`config.mk`:
```
export PLATFORM = sky130hd
export DESIGN_NAME = pool_sched_flat
export DESIGN_NICKNAME = d
export VERILOG_FILES = /design/src/rtl/pool_sched_if.sv /design/src/rtl/pool_sched.sv /design/src/flat_wrapper.sv
export SDC_FILE = /design/constraint.sdc
export NUM_CORES = 1
export LEC_CHECK = 0
export CORE_MARGIN = 4
export CORE_UTILIZATION = 50
export CTS_CLUSTER_DIAMETER = 150
export CTS_CLUSTER_SIZE = 20
export DETAILED_ROUTE_END_ITERATION = 6
export PLACE_DENSITY = 0.8
export SLEW_MARGIN = 20
export SYNTH_ARGS = -nofsm -noshare
export SYNTH_HDL_FRONTEND = slang
export SYNTH_SLANG_ARGS = --single-unit
```
`constraint.sdc`:
```
create_clock -name clk -period 6.05 [get_ports clk]
set_clock_uncertainty 0.15 [all_clocks]
set_input_delay 1.815 -clock clk [delete_from_list [all_inputs] [get_ports clk]]
set_output_delay 1.815 -clock clk [all_outputs]
set_load 0.005 [all_outputs]
```
`src/rtl/pool_sched_if.sv`:
```
// Bus between the pool sequencer and its surroundings: start/hold control,
// status, dual-port RAM read side and the 2x2 max-pool engine side.
interface pool_sched_if #(
  parameter int data_width = 16,
  parameter int addr_width = 12
);
  logic                  start;
  logic                  hold;
  logic                  busy;
  logic                  done;
  logic                  rd_en;
  logic [addr_width-1:0] rd_addr_a;
  logic [addr_width-1:0] rd_addr_b;
  logic [data_width-1:0] ram_dout_a;
  logic [data_width-1:0] ram_dout_b;
  logic [data_width-1:0] pool_d_in1;
  logic [data_width-1:0] pool_d_in2;
  logic                  pool_in_valid;
  logic                  pool_out_valid;
  logic [7:0]            ch_idx;
  logic [15:0]           out_cnt;

  // Sequencer side
  modport master (
    input  start, hold, ram_dout_a, ram_dout_b, pool_out_valid,
    output busy, done, rd_en, rd_addr_a, rd_addr_b,
           pool_d_in1, pool_d_in2, pool_in_valid, ch_idx, out_cnt
  );

  // Environment side: controller, buffer RAM and pool engine
  modport slave (
    output start, hold, ram_dout_a, ram_dout_b, pool_out_valid,
    input  busy, done, rd_en, rd_addr_a, rd_addr_b,
           pool_d_in1, pool_d_in2, pool_in_valid, ch_idx, out_cnt
  );
endinterface

```
`src/rtl/pool_sched.sv`:
```
// Streams a stored feature map (channel, row pair, column order) out of a
// dual-read-port RAM into the 2x2 max-pool engine, one column of a row pair
// per cycle. Addresses come from incrementing registers, in_valid is aligned
// to the one-cycle RAM latency, and completion waits for the last pool result.
module pool_sched #(
  parameter int data_width = 16,
  parameter int addr_width = 12,
  parameter int img_h      = 24,
  parameter int img_w      = 24,
  parameter int ch_num     = 6
) (
  input logic         clk,
  input logic         rst_n,
  pool_sched_if.master bus
);

  localparam int TOTAL = ch_num * img_h * img_w / 4;

  localparam logic [15:0]           total_cnt = 16'(TOTAL);
  localparam logic [15:0]           total_m1  = 16'(TOTAL - 1);
  localparam logic [15:0]           x_last    = 16'(img_w - 1);
  localparam logic [15:0]           p_last    = 16'(img_h / 2 - 1);
  localparam logic [7:0]            ch_last   = 8'(ch_num - 1);
  localparam logic [addr_width-1:0] row_step  = addr_width'(img_w);
  // end of a row pair: step past the odd row as well as to the next column
  localparam logic [addr_width-1:0] wrap_step = addr_width'(img_w + 1);

  typedef enum logic [1:0] {
    S_IDLE  = 2'd0,
    S_RUN   = 2'd1,
    S_DRAIN = 2'd2,
    S_DONE  = 2'd3
  } state_t;

  state_t                state;
  logic                  busy_q;
  logic                  done_q;
  logic [addr_width-1:0] addr_a;
  logic [addr_width-1:0] addr_b;
  logic [15:0]           x_cnt;
  logic [15:0]           p_cnt;
  logic [7:0]            ch_q;
  logic [15:0]           out_cnt_q;

  logic                  rd_p0;
  logic                  last_rd;
  logic                  cnt_inc;
  logic                  hit_total;
  logic                  vld_p1;
  logic [data_width-1:0] pix_a_p1;
  logic [data_width-1:0] pix_b_p1;

  // hold gates the read in the same cycle it is raised
  assign rd_p0     = (state == S_RUN) && !bus.hold;
  assign last_rd   = rd_p0 && (ch_q == ch_last) && (p_cnt == p_last) && (x_cnt == x_last);
  assign cnt_inc   = bus.pool_out_valid && busy_q && (out_cnt_q != total_cnt);
  assign hit_total = (out_cnt_q == total_cnt) || (cnt_inc && (out_cnt_q == total_m1));

  // Pass control: state, scan counters, address registers and result count
  always_ff @(posedge clk or negedge rst_n) begin
    if (!rst_n) begin
      state     <= S_IDLE;
      busy_q    <= 1'b0;
      done_q    <= 1'b0;
      addr_a    <= '0;
      addr_b    <= '0;
      x_cnt     <= '0;
      p_cnt     <= '0;
      ch_q      <= '0;
      out_cnt_q <= '0;
    end else begin
      done_q <= 1'b0;
      if (cnt_inc) out_cnt_q <= out_cnt_q + 16'd1;
      case (state)
        S_IDLE: begin
          if (bus.start) begin
            state     <= S_RUN;
            busy_q    <= 1'b1;
            addr_a    <= '0;
            addr_b    <= row_step;
            x_cnt     <= '0;
            p_cnt     <= '0;
            ch_q      <= '0;
            out_cnt_q <= '0;
          end
        end
        S_RUN: begin
          if (last_rd) begin
            // scan registers stay on the final pixel for observation
            state <= S_DRAIN;
          end else if (rd_p0) begin
            if (x_cnt == x_last) begin
              x_cnt  <= '0;
              addr_a <= addr_a + wrap_step;
              addr_b <= addr_b + wrap_step;
              if (p_cnt == p_last) begin
                p_cnt <= '0;
                ch_q  <= ch_q + 8'd1;
              end else begin
                p_cnt <= p_cnt + 16'd1;
              end
            end else begin
              x_cnt  <= x_cnt + 16'd1;
              addr_a <= addr_a + 1'b1;
              addr_b <= addr_b + 1'b1;
            end
          end
        end
        S_DRAIN: begin
          if (hit_total) begin
            state  <= S_DONE;
            done_q <= 1'b1;
          end
        end
        S_DONE: begin
          state  <= S_IDLE;
          busy_q <= 1'b0;
        end
        default: state <= S_IDLE;
      endcase
    end
  end

  // Stage p0 -> p1: RAM read latency, valid follows the issued read by one cycle
  always_ff @(posedge clk or negedge rst_n) begin
    if (!rst_n) vld_p1 <= 1'b0;
    else        vld_p1 <= rd_p0;
  end

  assign pix_a_p1 = bus.ram_dout_a;
  assign pix_b_p1 = bus.ram_dout_b;

  assign bus.busy          = busy_q;
  assign bus.done          = done_q;
  assign bus.rd_en         = rd_p0;
  assign bus.rd_addr_a     = addr_a;
  assign bus.rd_addr_b     = addr_b;
  assign bus.pool_d_in1    = pix_a_p1;
  assign bus.pool_d_in2    = pix_b_p1;
  assign bus.pool_in_valid = vld_p1;
  assign bus.ch_idx        = ch_q;
  assign bus.out_cnt       = out_cnt_q;

endmodule

```
`src/flat_wrapper.sv`:
```
// flat-port wrapper written by rule: the top's interface ports become plain ports
module pool_sched_flat 
#(
  parameter int data_width = 16,
  parameter int addr_width = 12,
  parameter int img_h      = 24,
  parameter int img_w      = 24,
  parameter int ch_num     = 6
)
  (clk, rst_n, bus_start, bus_hold, bus_ram_dout_a, bus_ram_dout_b, bus_pool_out_valid, bus_busy, bus_done, bus_rd_en, bus_rd_addr_a, bus_rd_addr_b, bus_pool_d_in1, bus_pool_d_in2, bus_pool_in_valid, bus_ch_idx, bus_out_cnt);
  pool_sched_if #(.data_width(data_width), .addr_width(addr_width)) bus_i ();
  input logic clk;
  input logic rst_n;
  input wire logic [$bits(bus_i.start)-1:0] bus_start;
  input wire logic [$bits(bus_i.hold)-1:0] bus_hold;
  input wire logic [$bits(bus_i.ram_dout_a)-1:0] bus_ram_dout_a;
  input wire logic [$bits(bus_i.ram_dout_b)-1:0] bus_ram_dout_b;
  input wire logic [$bits(bus_i.pool_out_valid)-1:0] bus_pool_out_valid;
  output wire logic [$bits(bus_i.busy)-1:0] bus_busy;
  output wire logic [$bits(bus_i.done)-1:0] bus_done;
  output wire logic [$bits(bus_i.rd_en)-1:0] bus_rd_en;
  output wire logic [$bits(bus_i.rd_addr_a)-1:0] bus_rd_addr_a;
  output wire logic [$bits(bus_i.rd_addr_b)-1:0] bus_rd_addr_b;
  output wire logic [$bits(bus_i.pool_d_in1)-1:0] bus_pool_d_in1;
  output wire logic [$bits(bus_i.pool_d_in2)-1:0] bus_pool_d_in2;
  output wire logic [$bits(bus_i.pool_in_valid)-1:0] bus_pool_in_valid;
  output wire logic [$bits(bus_i.ch_idx)-1:0] bus_ch_idx;
  output wire logic [$bits(bus_i.out_cnt)-1:0] bus_out_cnt;
  assign bus_i.start = bus_start;
  assign bus_i.hold = bus_hold;
  assign bus_i.ram_dout_a = bus_ram_dout_a;
  assign bus_i.ram_dout_b = bus_ram_dout_b;
  assign bus_i.pool_out_valid = bus_pool_out_valid;
  assign bus_busy = bus_i.busy;
  assign bus_done = bus_i.done;
  assign bus_rd_en = bus_i.rd_en;
  assign bus_rd_addr_a = bus_i.rd_addr_a;
  assign bus_rd_addr_b = bus_i.rd_addr_b;
  assign bus_pool_d_in1 = bus_i.pool_d_in1;
  assign bus_pool_d_in2 = bus_i.pool_d_in2;
  assign bus_pool_in_valid = bus_i.pool_in_valid;
  assign bus_ch_idx = bus_i.ch_idx;
  assign bus_out_cnt = bus_i.out_cnt;
  pool_sched #(.data_width(data_width), .addr_width(addr_width), .img_h(img_h), .img_w(img_w), .ch_num(ch_num)) u_core (.clk(clk), .rst_n(rst_n), .bus(bus_i));
endmodule
```
==> summary.txt <==
Run status
  • Status: complete, no violations

Power
  • Peak supply drop: around 0.00017 V
  • Power per standard cell area: between 300 and 400 nW/µm²
  • Total power: 1.819 mW
  • Leak pwr: approximately 2.5 nW

Floorplan
  • Core ar.: 10320 µm²
  • Die W: about 110 µm
  • Die area: around 12000 µm²
  • I/O pins: between 100 and 150
  • Die Y: 110.7 µm
  • # rows: 37
  • Initial Util: between 50% and 60%

Global routing
  • Antenna violations before repair: 0
  • Overflow left after global routing: 0
  • Vias in the first global route: between 4000 and 5000
  • Largest net degree at the start of global routing: 86
  • Global-route wire length before repair: about 23 mm
  • Tot GR Track Use: 22.21%

STA
  • Final setup fails: 0
  • Final worst-path cycle share: ~86%
  • Max-Slew Margin vs Limit: between 30 and 40%
  • Final WS setup: roughly 0.84 ns
  • Tightest Pin Transition: roughly 1.0 ns
  • Max Fclk: between 150 and 200 MHz
  • Pins Over Slew Limit: 0
  • Hold_ws: about 0.38 ns
  • Minimum clock period after layout: about 5.2 ns
  • RSZ-0062 raised after global routing: false
  • Final hold vios: 0
  • Setup TNS: 0 ns

Synthesis
  • Post-Syn Nets: 635
  • Commonest cells post-synth: 85 x dfrtp_1, 39 x nand2_1, 38 x nand3_1, 38 x nor2_1
  • Register bit total from synthesis: 85
  • Top cell type's share of synthesized area: about 40%
  • Adder-Cell Fraction of Synth Area: approximately 3.8%
  • Synth unique cells: 69
  • Mapped Cells: just under 600
  • Synth area leader: dfrtp_1
  • Main area contributors after synthesis: dfrtp_1 40%, buf_4 4.7%, ha_1 3.8%
  • Yosys warns: 0
  • Post-synth EDFFs: 0
  • Seq/Total Area, Yosys: just over 40%
  • Most numerous cell in the Yosys netlist: dfrtp_1
  • Async S/R FF share, synth: 100.0%
  • Multiplexer area fraction after synthesis: around 2.2%
  • Simple-Gate Fraction of Synth Area: ~24%
  • Top_reg_cell synth: dfrtp_1
  • Synthesized area per cell: between 9 and 10 µm²
  • Post-synthesis xor/xnor area fraction: about 2.8%
  • Compound-gate portion of the synthesized area: a little under a fifth
  • Mapped Area: approximately 5300 µm²
  • Largest family of logic cells by synthesized area: simple AND/OR/NAND/NOR gates

Detailed routing
  • Routed WL: about 14 mm
  • DRT iter0 DRCs: 323
  • Routed via count: approximately 4800
  • Routed wire length per instance: around 18 µm
  • DRC Markers: 0
  • Routed Antenna Nets: 0
  • Vias per inst: 6.412
  • Pre-antenna DRT Iters: 5

Clock tree
  • CTS H-Tree Depth: 3
  • CTS Hold Buffers Added: 0
  • Worst-path clk slew: about 0.08 ns
  • CTS root buf: clkbuf_8
  • Number of CTS-inserted buffers: 9
  • Worst-case clock buffer depth: 2
  • Post-CTS Setup Repair Bufs: 0
  • TritonCTS sink count: 85
  • TritonCTS clock tree: done
  • Clock Latency Late Sink: around 0.37 ns
  • CTS-repair resized insts: 0

Critical path
  • Most used cell along the critical path: clkdlybuf4s50_1
  • CP max stage delay: roughly 0.57 ns
  • Slowest-stage cell, CP: clkdlybuf4s50_1
  • CP arrival: roughly 3.3 ns
  • Cells along the critical path: clkdlybuf4s50_1, nor2b_1, clkdlybuf4s50_1
  • Worst Path Max Fanout: 6
  • Worst path required time: between 4 and 5 ns
  • Crit Path Category: in -> out
  • Critical path endpoint category: primary output
  • Startpoint class of the critical path: input pin

Finish
  • Share of layout cells above drive strength 1: 6.271%
  • Final #Nets: about 660
  • Filler cells: 911
  • Final Non-Filler Cells: roughly 740
  • Finished Cell Area: between 5000 and 6000 µm²
  • Core Util, Final: 57.70%
  • Area delta synth->final: 12.90%
  • Ant diodes: 0

Placed design
  • Setup WS pre-CTS: approximately 0.9 ns
  • Cells after DPL: slightly above 700
  • # port buffers: 56
  • Area of placed instances: between 5000 and 6000 µm²
  • Post-detail-place hpwl: between 9 and 10 mm
  • GPL Wtd Cong: slightly above 0.9

Min path
  • Hold crit path type: reg -> reg

Flow run
  • Max_cap viols: 0
final timing paths:
path	startpoint	end	slack [ns]	cells past startpoint
setup / recovery	bus_hold	bus_rd_en	0.84	3
hold / removal	u_core.x_cnt[0]$_DFFE_PN0P_	u_core.x_cnt[0]$_DFFE_PN0P_	0.38	1
setup reg to reg	u_core.x_cnt[12]$_DFFE_PN0P_	u_core.bus.rd_addr_b[11]$_DFFE_PN0P_	2.20	9
hold reg to reg	u_core.x_cnt[0]$_DFFE_PN0P_	u_core.x_cnt[0]$_DFFE_PN0P_	0.38	1
max in group asynchronous	rst_n	u_core.p_cnt[15]$_DFFE_PN0P_	3.88	1
min in group asynchronous	rst_n	u_core.bus.out_cnt[6]$_DFF_PN0_	1.35	1
layout make-up:
class | instances | area [µm²] | share of cell area (%)
inverters | 21 | 78.83 | 1.323
clock inverters | 5 | 82.58 | 1.386
repair buffers | 64 | 621.8 | 10.44
well taps | 136 | 170.2 | 2.857
clock buffers | 10 | 137.6 | 2.310
flip-flops and latches | 85 | 2127 | 35.71
multi-input cells | 421 | 2739 | 45.98
cell families after synthesis:
family | Yosys count
AO/OA/AOI/OAI | 139
XOR/XNOR | 17
AND/OR/NAND/NOR | 238
flip-flops | 85
adder cells (fa/ha/maj) | 16
multiplexers | 11
buffers and inverters | 76
cells in the final DEF, fill, tap and decap left out, drive strengths merged, types with 12 or more instances in the layout:
master and n:
nand2 39, nand3 38, dfrtp 85, and3 12, o21ai 35, nand4 16
a21oi 22, ha 16, nor3 24, a22o 14, inv 22, clkdlybuf4s50 55
nor2 38, or3 12
per-layer routing:
metal  share of wire, %  vias to the layer above  track usage (%)
met5                  0                        -                0
met4                2.6                        0            9.360
met2                 48                      195            35.96
met1                 43                     2324            29.17
li1                   -                     2197                -
met3                6.4                       42            4.258
critical path, delay by kind of cell:
kind                   cells  cell delay [ns]
AND/OR/NAND/NOR            1             0.33
buffers and inverters      2             1.10
power by group:
| part | switching [mW] | leakage, nW | internal (mW) | total [mW] |
|---|---|---|---|---|
| clock | 0.216 | 0.113 | 0.244 | 0.460 |
| combinational | 0.402 | 1.18 | 0.255 | 0.657 |
| sequential | 0.0729 | 1.16 | 0.629 | 0.701 |
| total | 0.691 | 2.45 | 1.13 | 1.82 |
state kept, by name (all words and copies together) (netlist names):
name	flops
u_core.p_cnt	16
u_core.bus.done	1
u_core.bus.busy	1
u_core.bus.rd_addr_b	12
u_core.x_cnt	16
u_core.bus.pool_in_valid	1
u_core.bus.out_cnt	16
u_core.state	2
u_core.bus.rd_addr_a	12
u_core.bus.ch_idx	8
(Power assumes the default switching activity.)
==> edit, RTL diff (same settings) <==
Compare `x_cnt` against `x_last` with >= in place of ==.
--- a/src/rtl/pool_sched.sv
+++ b/src/rtl/pool_sched.sv
@@ -89,7 +89,7 @@
             // scan registers stay on the final pixel for observation
             state <= S_DRAIN;
           end else if (rd_p0) begin
-            if (x_cnt == x_last) begin
+            if (x_cnt >= x_last) begin
               x_cnt  <= '0;
               addr_a <= addr_a + wrap_step;
               addr_b <= addr_b + wrap_step;
Behaviour: no difference found for any inputs over 10 cycles, from zero or initial values and one cycle with rst_n low; that may be too few to reach the edited logic, so the function may still have changed.
==> edit against the original RTL <==
Setup slack better by 260 ps; critical path depth rose by 1; utilization shrank 0.16 points; routed wire length decreased by 10%; sequential cell count stayed put; cell area fell by 4.7%; die area fell by 3.1%; total power is 5.8% lower; first-iteration DRC count up 4.6%; area after synthesis shrank 3.3%; clock power is 15% lower; via count fell by 6.5%; critical endpoint unchanged; highest routed layer unchanged.
==> edit: results <==
metrics = {
    "synthesis": {
        "synth.distinct_cells": 52,
        "yosysSeqAreaShare_pct": 41.69,
        "ys_top_cells_by_count": "85 x dfrtp_1, 40 x o31ai_1, 38 x nor2_1",
        "synth_xor_area_share_pct": 2.918,
        "synthAdderAreaFrac_pct": 3.923,
        "synth_compound_area_share_pct": 18.59,
        "synth_flop_cell": "dfrtp_1",
        "postSynthAreaPerCell_sq_um": 9.144,
        "synthMuxAreaShare_pct": 1.275,
    },
    "timing": {
        "tightest_slew_ps": 849.2,
        "min_period_over_period_pct": 81.89,
    },
    "global_route": {
        "grtUsageMet2_pct": 35.18,
        "grt_usage_pct": 21.27,
        "grt_pass1_vias": 4249,
        "grt_pass1_wl_mm": 20.52,
    },
    "outcome": {
        "status": "finished clean",
    },
    "pwr": {
        "peakVddDrop_mv": 0.1450,
        "combPwrFrac_pct": 37.5,
        "p_int_mw": 1.021,
        "p_seq_mw": 0.682,
        "p_per_area_nw_per_um2": 301.7,
        "cellLeakagePower_nw": 2.372,
    },
    "worst_setup_path": {
        "r2r-end": "u_core.bus.rd_addr_a[6]$_DFFE_PN0P_",
        "r2r-start": "u_core.bus.ch_idx[0]$_DFFE_PN0P_",
        "worstPathMaxFanout": 4,
        "rrSetupSlack_ps": 2850,
        "worstRegToRegCells": 7,
        "cp.arrival_ps": 2990,
    },
    "routing": {
        "wl_met1_mm": 5.268,
        "drt_iter0_drc": 338,
        "met3_length_um": 686,
        "vias_per_cell": 6.290,
        "wire_per_inst_um": 17.33,
        "met2_wirelength_mm": 6.120,
    },
    "finish": {
        "nFillCells": 871,
        "drive_gt1_share_pct": 5.401,
    },
    "place": {
        "place.gp.congestion": 0.8415,
        "placed_cells": 691,
    },
    "worst_hold_path": {
        "hold_path_end": "u_core.x_cnt[0]$_DFFE_PN0P_",
    },
}
[edit: cell types whose count changed after synthesis, sizes merged, moves of 6 or more]
cell,delta
o22ai,-11
nand2,-8
a21oi,+7
buf,+6
o31ai,+35
nand4,-7
a22o,-14
a221o,-6
or3,-9
or4,+9
[edit: area by class of cell]
type | count | area [sq um] | area share (%)
multi-input combinational | 394 | 2520 | 44.39
inverter | 16 | 60.06 | 1.058
sequential | 85 | 2127 | 37.47
clock buffer | 14 | 172.7 | 3.042
tap | 133 | 166.4 | 2.931
clock inverter | 2 | 16.27 | 0.2865
timing repair buffer | 63 | 614.3 | 10.82
[edit: stage by stage]
step,area (sq um),hold WS (ps)
2_1_floorplan,5102,315.4
3_3_place_gp,5480,337.5
3_5_place_dp,5480,370.9
4_1_cts,5669,384.1
5_1_grt,5677,407.6
6_report,5677,381.7
[edit: critical path, stage by stage]
cell and delay, ps:
clkdlybuf4s50_1 420, nor2b_1 120, buf_4 130, clkdlybuf4s50_1 500
